## src/rtl/immgen_pipe.sv

```systemverilog
// Decode-stage immediate generator: classifies the instruction format, builds the
// extended immediate and queues {imm, fmt, tag} in a 2-entry in-order buffer.
module immgen_pipe #(
    parameter int XLEN  = 32,
    parameter int TAG_W = 32
) (
    input  logic             clk,
    input  logic             rst,
    input  logic             in_valid,
    output logic             in_ready,
    input  logic [31:0]      in_inst,
    input  logic [TAG_W-1:0] in_tag,
    output logic             out_valid,
    input  logic             out_ready,
    output logic [XLEN-1:0]  out_imm,
    output logic [2:0]       out_fmt,
    output logic             out_illegal,
    output logic [TAG_W-1:0] out_tag,
    output logic [15:0]      illegal_cnt
);

    localparam logic [2:0] FMT_R   = 3'd0;
    localparam logic [2:0] FMT_I   = 3'd1;
    localparam logic [2:0] FMT_S   = 3'd2;
    localparam logic [2:0] FMT_B   = 3'd3;
    localparam logic [2:0] FMT_U   = 3'd4;
    localparam logic [2:0] FMT_J   = 3'd5;
    localparam logic [2:0] FMT_Z   = 3'd6;
    localparam logic [2:0] FMT_ILL = 3'd7;

    logic [4:0]      op;
    logic [2:0]      funct3;
    logic            is_shift;
    logic [XLEN-1:0] dec_imm;
    logic [2:0]      dec_fmt;

    assign op       = in_inst[6:2];
    assign funct3   = in_inst[14:12];
    assign is_shift = (funct3 == 3'b001) || (funct3 == 3'b101);

    always_comb begin
        dec_imm = '0;
        dec_fmt = FMT_ILL;
        case (op)
            5'b00000, 5'b00011, 5'b11001: begin
                dec_imm = XLEN'($signed(in_inst[31:20]));
                dec_fmt = FMT_I;
            end
            5'b00100: begin
                if (!is_shift) begin
                    dec_imm = XLEN'($signed(in_inst[31:20]));
                    dec_fmt = FMT_I;
                end else if (XLEN == 64) begin
                    dec_imm = XLEN'(in_inst[25:20]);
                    dec_fmt = FMT_I;
                end else if (!in_inst[25]) begin
                    dec_imm = XLEN'(in_inst[24:20]);
                    dec_fmt = FMT_I;
                end
            end
            5'b00110: begin
                // OP-IMM-32 exists only on RV64 and always uses a 5-bit shamt
                if (XLEN == 64) begin
                    if (!is_shift) begin
                        dec_imm = XLEN'($signed(in_inst[31:20]));
                        dec_fmt = FMT_I;
                    end else if (!in_inst[25]) begin
                        dec_imm = XLEN'(in_inst[24:20]);
                        dec_fmt = FMT_I;
                    end
                end
            end
            5'b01000: begin
                dec_imm = XLEN'($signed({in_inst[31:25], in_inst[11:7]}));
                dec_fmt = FMT_S;
            end
            5'b11000: begin
                dec_imm = XLEN'($signed({in_inst[31], in_inst[7], in_inst[30:25],
                                         in_inst[11:8], 1'b0}));
                dec_fmt = FMT_B;
            end
            5'b01101, 5'b00101: begin
                dec_imm = XLEN'($signed({in_inst[31:12], 12'b0}));
                dec_fmt = FMT_U;
            end
            5'b11011: begin
                dec_imm = XLEN'($signed({in_inst[31], in_inst[19:12], in_inst[20],
                                         in_inst[30:21], 1'b0}));
                dec_fmt = FMT_J;
            end
            5'b11100: begin
                dec_imm = XLEN'(in_inst[19:15]);
                dec_fmt = FMT_Z;
            end
            5'b01100: dec_fmt = FMT_R;
            5'b01110: begin
                if (XLEN == 64) dec_fmt = FMT_R;
            end
            default: dec_fmt = FMT_ILL;
        endcase
        if (in_inst[1:0] != 2'b11) begin
            dec_imm = '0;
            dec_fmt = FMT_ILL;
        end
    end

    logic [XLEN-1:0]  imm_q [2];
    logic [2:0]       fmt_q [2];
    logic [TAG_W-1:0] tag_q [2];
    logic [1:0]       count_q, count_d;
    logic             head_q, head_d;
    logic             wr_idx;
    logic [15:0]      cnt_q, cnt_d;
    logic             push, pop;

    assign in_ready  = (count_q != 2'd2) && !rst;
    assign out_valid = (count_q != 2'd0);
    assign push      = in_valid && in_ready;
    assign pop       = out_valid && out_ready;
    assign wr_idx    = head_q ^ (count_q == 2'd1);

    // The head only moves when another entry will be behind it, so the outputs
    // keep showing the last result once the buffer drains.
    always_comb begin
        count_d = count_q;
        head_d  = head_q;
        cnt_d   = cnt_q;
        if (push && !pop)      count_d = count_q + 2'd1;
        else if (pop && !push) count_d = count_q - 2'd1;
        if (pop && (push || count_q == 2'd2)) head_d = ~head_q;
        if (push && dec_fmt == FMT_ILL && cnt_q != 16'hFFFF) cnt_d = cnt_q + 16'd1;
    end

    always_ff @(posedge clk) begin
        if (rst) begin
            count_q <= 2'd0;
            head_q  <= 1'b0;
            cnt_q   <= 16'd0;
            for (int i = 0; i < 2; i++) begin
                imm_q[i] <= '0;
                fmt_q[i] <= 3'd0;
                tag_q[i] <= '0;
            end
        end else begin
            count_q <= count_d;
            head_q  <= head_d;
            cnt_q   <= cnt_d;
            if (push) begin
                imm_q[wr_idx] <= dec_imm;
                fmt_q[wr_idx] <= dec_fmt;
                tag_q[wr_idx] <= in_tag;
            end
        end
    end

    assign out_imm     = imm_q[head_q];
    assign out_fmt     = fmt_q[head_q];
    assign out_tag     = tag_q[head_q];
    assign out_illegal = (fmt_q[head_q] == FMT_ILL);
    assign illegal_cnt = cnt_q;

endmodule

```

## config.mk

```make
export PLATFORM = sky130hd
export DESIGN_NAME = immgen_pipe
export DESIGN_NICKNAME = d
export VERILOG_FILES = /design/src/rtl/immgen_pipe.sv
export SDC_FILE = /design/constraint.sdc
export NUM_CORES = 1
export LEC_CHECK = 0
export CORE_UTILIZATION = 35
export DETAILED_ROUTE_END_ITERATION = 6
export GPL_TIMING_DRIVEN = 0
export PLACE_DENSITY_LB_ADDON = 0.2
export SETUP_SLACK_MARGIN = 0.05
export SYNTH_ARGS = -nofsm -noshare
export SYNTH_HDL_FRONTEND = slang
export SYNTH_SLANG_ARGS = --single-unit
```

## constraint.sdc

```tcl
create_clock -name clk -period 9.3 [get_ports clk]
set_input_delay 0.93 -clock clk [delete_from_list [all_inputs] [get_ports clk]]
set_output_delay 0.93 -clock clk [all_outputs]
set_load 0.01 [all_outputs]
```

==> results of run 1 <==
-- kinds of logic after synthesis --
kind of cell / Yosys count
compound gates: 78
fa+ha+maj: 5
flops: 154
xor+xnor: 7
mux: 71
simple gates: 233
buf+inv: 50
-- routing by layer --
layer | track usage | routed length, um
met1 | 0.227 | 8410
met3 | 0.0375 | 834
met4 | 0.0656 | 375
met2 | 0.293 | 9030
met5 | 0 | 0
-- worst max-delay path by stage --
| stage | end | slack, ns | cells past startpoint |
|---|---|---|---|
| after detailed placement | imm_q[1][10] | 5.63 | 7 |
| after global routing | out_imm[25] | 5.35 | 4 |
| after global placement | tag_q[0][18] | 3.86 | 6 |
| after floorplan | fmt_q[0][0] | 5.65 | 5 |
| after CTS | out_imm[25] | 5.42 | 4 |
| final | out_imm[25] | 5.54 | 4 |
-- where the power goes --
group	total (W)	switching, W	internal, W
Sequential	0.000902	0.0000273	0.000875
Combinational	0.000667	0.000349	0.000318
Clock	0.000765	0.000286	0.000479
-- placed cells by master, fill, tap and decap left out, types with 3 or more instances in the layout --
cell type / n
clkinv_1: 3
nand2b_1: 3
nand3_1: 9
a21oi_1: 40
o31ai_1: 10
and3_1: 70
a222oi_1: 4
inv_6: 3
xor2_1: 4
nor3_1: 4
dfxtp_1: 20
or4_1: 8
edfxtp_1: 134
and2_1: 14
mux2i_1: 3
buf_2: 6
inv_1: 12
o21ai_0: 8
xnor2_1: 3
mux2_2: 68
clkdlybuf4s50_1: 152
clkbuf_16: 17
or2_1: 6
bufinv_16: 5
o21ai_1: 3
nand2_1: 17
nor2_1: 74
nor2b_1: 5
or3_1: 5
o22ai_1: 3
clkbuf_1: 28
ha_1: 5
-- final cells by class --
| type | instances | share of cell area |
|---|---|---|
| clock buffers | 18 | 0.0435 |
| well taps | 270 | 0.0342 |
| repair buffers | 154 | 0.158 |
| multi-input cells | 394 | 0.272 |
| clock inverters | 14 | 0.0219 |
| inverters | 13 | 0.00520 |
| flip-flops and latches | 154 | 0.448 |
| plain buffers | 37 | 0.0174 |
-- worst max-delay path, delay by kind of cell (launching register included) --
| family | cells | cell delay (ns) |
|---|---|---|
| muxes | 1 | 0.42 |
| DFF | 1 | 0.40 |
| buffers and inverters | 3 | 1.58 |
-- state kept, by name (all words and copies together) (netlist names), named ones only --
signal / flops
count_q: 2
illegal_cnt: 16
fmt_q: 6
head_q: 1
tag_q: 64
imm_q: 64
-- metrics by stage --
step                      worst slack (ns)  cell area (sq um)  power [W]  utilization  hold slack (ns)
after floorplan                       5.65               7310    0.00126            -            0.481
after global placement                3.86               9170    0.00157        0.450            0.485
after detailed placement              5.63               9230    0.00159        0.453            0.493
after CTS                             5.42               9870    0.00235        0.485            0.505
after global routing                  5.35               9870    0.00244        0.485            0.532
final                                 5.54               9870    0.00233        0.485            0.514
==> impl_metrics.yaml, run 1 <==
cts:
  ctsResizeCount: 0
  htree_levels: 4
  worstSkewPairLatency_ns: 0.42
  cts_setup_buffers: 0
  cts_tree: "done"
  cts_num_sinks: 154
  root_buffer: "clkbuf_16"
  clk_path_buf_depth: 2
  postCtsHoldBufs: 0
  clk_pin_slew_worst_paths_ns: 0.07
  numCtsBuffers: 17
global_route:
  grt_pass1_vias: 5528
  antenna_found_initial: 0
  grt_first_pass_wirelength_um: 29200
  grt_usage: 0.177
  grt_max_degree: 36
  overflow: 0
worst_setup_path:
  rr_worst_depth: 6
  r2r_slack_ns: 6.46
  worst_setup_path_start_kind: "register"
  cp.arrival_ns: 2.83
  cpMostUsedCell: "clkbuf_1"
  slowest_stage: "clkbuf_1"
  worstSetupPathType: "register to output pin"
  r2r_end: "tag_q[0][26]"
  critPathCaptureType: "output pin"
  cp_max_fo: 10
  worstPathRequired_ns: 8.37
  r2r_start: "count_q[1]"
  path_cells: "clkbuf_1 -> clkbuf_1 -> mux2_2 -> clkdlybuf4s50_1"
  max_stage_delay_ns: 0.58
sta:
  rsz0062_at_grt: "no"
  fin_crit_ns: 3.76
  finalSetupViolations: 0
  slew_headroom: 0.521
  finalCritPeriodShare: 0.404
  tns_ns: 0
  tightest_slew_ns: 0.714
  hold_viol_final: 0
  fin_skew_ns: 0.00777
  slew_viol_final: 0
  fmax_mhz: 266
placed_design:
  portBuffers: 152
  hpwl_um: 12800
  gp_congestion: 0.876
  dp_cells: 1022
routing:
  viasPerCell: 5.12
  vias: 5397
  first_iter_violations: 463
  drt-wirelength-per-cell_um: 17.7
  drcViolationCount: 0
  ant_nets: 0
  wirelength_um: 18600
  dr.pass1.iters: 5
hold_path:
  hp-start: "illegal_cnt[11]"
  hold_depth: 2
  hp-class: "register to register"
  hold-path-endpoint: "illegal_cnt[11]"
pwr:
  cellLeakagePower_nw: 3.71
  p_per_area_nw_per_um2: 236
  ir_drop_uv: 127
logic_synthesis:
  synth_fa_ha_area_frac: 0.00855
  ys.flop_type: "edfxtp_1"
  synth_compound_gate_area_share: 0.0677
  synth_top_family_by_area: "simple AND/OR/NAND/NOR gates"
  ys_seq_elements: 154
  synth_simple_gate_area_frac: 0.171
  synth_commonest_cells: "edfxtp_1 (134), nor2_1 (74), and3_1 (70)"
  synth_cell_types: 54
  synth_nets: 671
  synthArstFlopShare: 0
  yosys.area.top_type: "edfxtp_1"
  synth_edf_count: 134
  synth_warnings: 0
  synthMuxAreaShare: 0.109
  synth_xor_xnor_area_share: 0.00838
  syn_area_sq_um: 7310
  syn_area_per_cell_sq_um: 12.2
  syn_inst: 598
  seq_area_frac_synth: 0.605
  synth.area.top_cells: "edfxtp_1 (55%), mux2_2 (10%), and3_1 (6.0%), dfxtp_1 (5.5%), nor2_1 (3.8%)"
  synth_top_area_share: 0.550
  yosysMostFrequentCell: "edfxtp_1"
finish:
  num_antenna_cells: 0
  multiInputGateArea_sq_um: 2680
  stdcell_count: 1054
  regArea_sq_um: 4420
  area_growth_pct: 35.0
  final_nets: 844
  drive_gt1_frac: 0.158
  fillCellCount: 1815
floorplanning:
  io_pins: 154
  die_w_um: 147
  die_height_um: 147
  rows: 52
  start_util: 0.359
  die_area_sq_um: 21500
  core_area_sq_um: 20400
status:
  status: "finished, final reports clean"
run:
  maxCapViolCount: 0
Power figures use the tool's default switching activity.
==> inputs of run 2 (changes only) <==
==> constraint.sdc (replaced) <==
create_clock -name clk -period 3.8 [get_ports clk]
set_input_delay 0.38 -clock clk [delete_from_list [all_inputs] [get_ports clk]]
set_output_delay 0.38 -clock clk [all_outputs]
set_load 0.01 [all_outputs]
==> results of run 2 <==
Same layout as run 1 (identical final DEF). Status: finished, final reports clean.
Among the figures that moved: setup slack after placement 5.63 ns -> 0.684 ns; setup slack after layout 5.54 ns -> 0.589 ns; register-to-register setup slack 6.46 ns -> 0.96 ns; total power 0.00233 W -> 0.00571 W; worst IR drop on VDD 127 uV -> 311 uV
==> inputs of run 3 (changes only) <==
==> constraint.sdc (replaced) <==
create_clock -name clk -period 2.8 [get_ports clk]
set_input_delay 0.28 -clock clk [delete_from_list [all_inputs] [get_ports clk]]
set_output_delay 0.28 -clock clk [all_outputs]
set_load 0.01 [all_outputs]
==> impl_metrics.yaml, run 3 (same netlist as run 1, synthesis figures left out) <==
global_route:
  use_met3: 0.0297
  gr-max-usage-layer: "met2"
  grt_max_degree: 35
  grt_usage: 0.177
  grt.met2_usage: 0.293
  antenna_found_initial: 0
  grt_pass1_vias: 5522
  grt.met1_usage: 0.233
  grt_first_pass_wirelength_um: 29300
  overflow: 0
cts:
  cts_num_sinks: 154
  clk_pin_slew_worst_paths_ns: 0.06
  htree_levels: 4
  cts_tree: "done"
  numCtsBuffers: 17
  clk_path_buf_depth: 2
  worstSkewPairLatency_ns: 0.42
  postCtsHoldBufs: 0
  cts_setup_buffers: 0
  root_buffer: "clkbuf_16"
pwr:
  cellLeakagePower_nw: 3.70
  switching_share: 0.300
  p_per_area_nw_per_um2: 758
  internal_power_w: 0.00521
  power.share.clock: 0.297
  ir_drop_uv: 409
  combinationalPowerShare: 0.301
  power_frac_seq: 0.402
  switching_power_w: 0.00224
placed_design:
  hpwl_um: 12800
  gp_congestion: 0.823
  place_ws_ns: -0.196
  portBuffers: 152
floorplanning:
  core_area_sq_um: 20400
  rows: 52
  die_area_sq_um: 21500
  start_util: 0.359
  die_w_um: 147
  die_height_um: 147
  io_pins: 154
routing:
  ant_nets: 0
  dr.pass1.iters: 5
  viasPerCell: 5.13
  first_iter_violations: 327
  vias: 5413
  drcViolationCount: 0
  wirelength_um: 18700
  drt-wirelength-per-cell_um: 17.7
finish:
  area_growth_pct: 34.4
  final_nets: 846
  multiInputGateArea_sq_um: 2720
  mostFrequentLayoutCells: "clkdlybuf4s50_1 (152), edfxtp_1 (134), nor2_1 (73)"
  final_common_cell: "clkdlybuf4s50_1"
  drive_gt1_frac: 0.177
  fillCellCount: 1843
  regArea_sq_um: 4420
  num_antenna_cells: 0
worst_setup_path:
  path_cells: "clkbuf_2 -> clkbuf_2 -> mux2_2 -> clkdlybuf4s50_1"
  critPathCaptureType: "output pin"
  worst_setup_path_start_kind: "register"
  slowest_stage: "clkdlybuf4s50_1"
  cp_max_fo: 10
  worstPathRequired_ns: 2.52
  worstSetupPathType: "register to output pin"
  max_stage_delay_ns: 0.49
  cpMostUsedCell: "clkbuf_2"
  cp.arrival_ns: 2.34
sta:
  hold_slack_ns: 0.507
  fin_skew_ns: 0.0119
  slew_viol_final: 0
  rsz0062_at_grt: "yes"
  finalCritPeriodShare: 0.934
  finalSetupViolations: 0
  fin_crit_ns: 2.62
  fmax_mhz: 382
  fin_ws_ns: 0.185
  slew_headroom: 0.470
  hold_viol_final: 0
  tightest_slew_ns: 0.791
hold_path:
  hp-class: "register to register"
run:
  maxCapViolCount: 0
status:
  status: "finished, final reports clean"
## run 3: through the flow
stage	instances	util	total power, W	instance area [sq um]	TNS [ns]
2_1_floorplan	598	-	0.00417	7320	0
3_3_place_gp	1020	0.451	0.00522	9180	-107.09
3_5_place_dp	1022	0.453	0.00528	9230	-12.98
4_1_cts	1055	0.482	0.00752	9830	0
5_1_grt	1055	0.483	0.00777	9830	0
6_report	1055	0.483	0.00745	9830	0
## run 3: routing by layer
layer,part of all wire,vias up
li1,-,2559
met1,0.46,2692
met2,0.49,144
met3,0.038,18
met4,0.015,0
met5,0,-
## run 3: critical path, delay by kind of cell, from the launching register on
| family | cells | cell delay [ns] |
|---|---|---|
| buffers and inverters | 3 | 1.14 |
| flip-flops | 1 | 0.40 |
| multiplexers | 1 | 0.39 |
## run 3: worst paths after layout
path	start	depth (start not counted)	to	slack (ns)
setup / recovery	register	4	out_imm[20]	0.18
hold / removal	illegal_cnt[11]	2	illegal_cnt[11]	0.51
setup reg to reg	count_q[0]	11	illegal_cnt[10]	0.26
hold reg to reg	illegal_cnt[11]	2	illegal_cnt[11]	0.51
## run 3: timing repair
item                                    CTS  global route
gates cloned                              2             0
gates resized for setup                   8             5
endpoints found under the setup margin  128           135
## run 3: area by class of cell
cell class	instances	share of cell area
clock inverters	14	0.0140
well taps	270	0.0344
flip-flops and latches	154	0.450
inverters	13	0.00522
plain buffers	37	0.0183
multi-input cells	396	0.276
clock buffers	17	0.0433
repair buffers	154	0.159
## run 3: power groups by stage
stage	clock network, W	logic [W]	registers [W]
final	0.00221	0.00224	0.00299
after global routing	0.00233	0.00242	0.00302
after CTS	0.00225	0.00227	0.00300
after detailed placement	0	0.00223	0.00305
after global placement	0	0.00217	0.00305
after floorplan	0	0.00114	0.00302
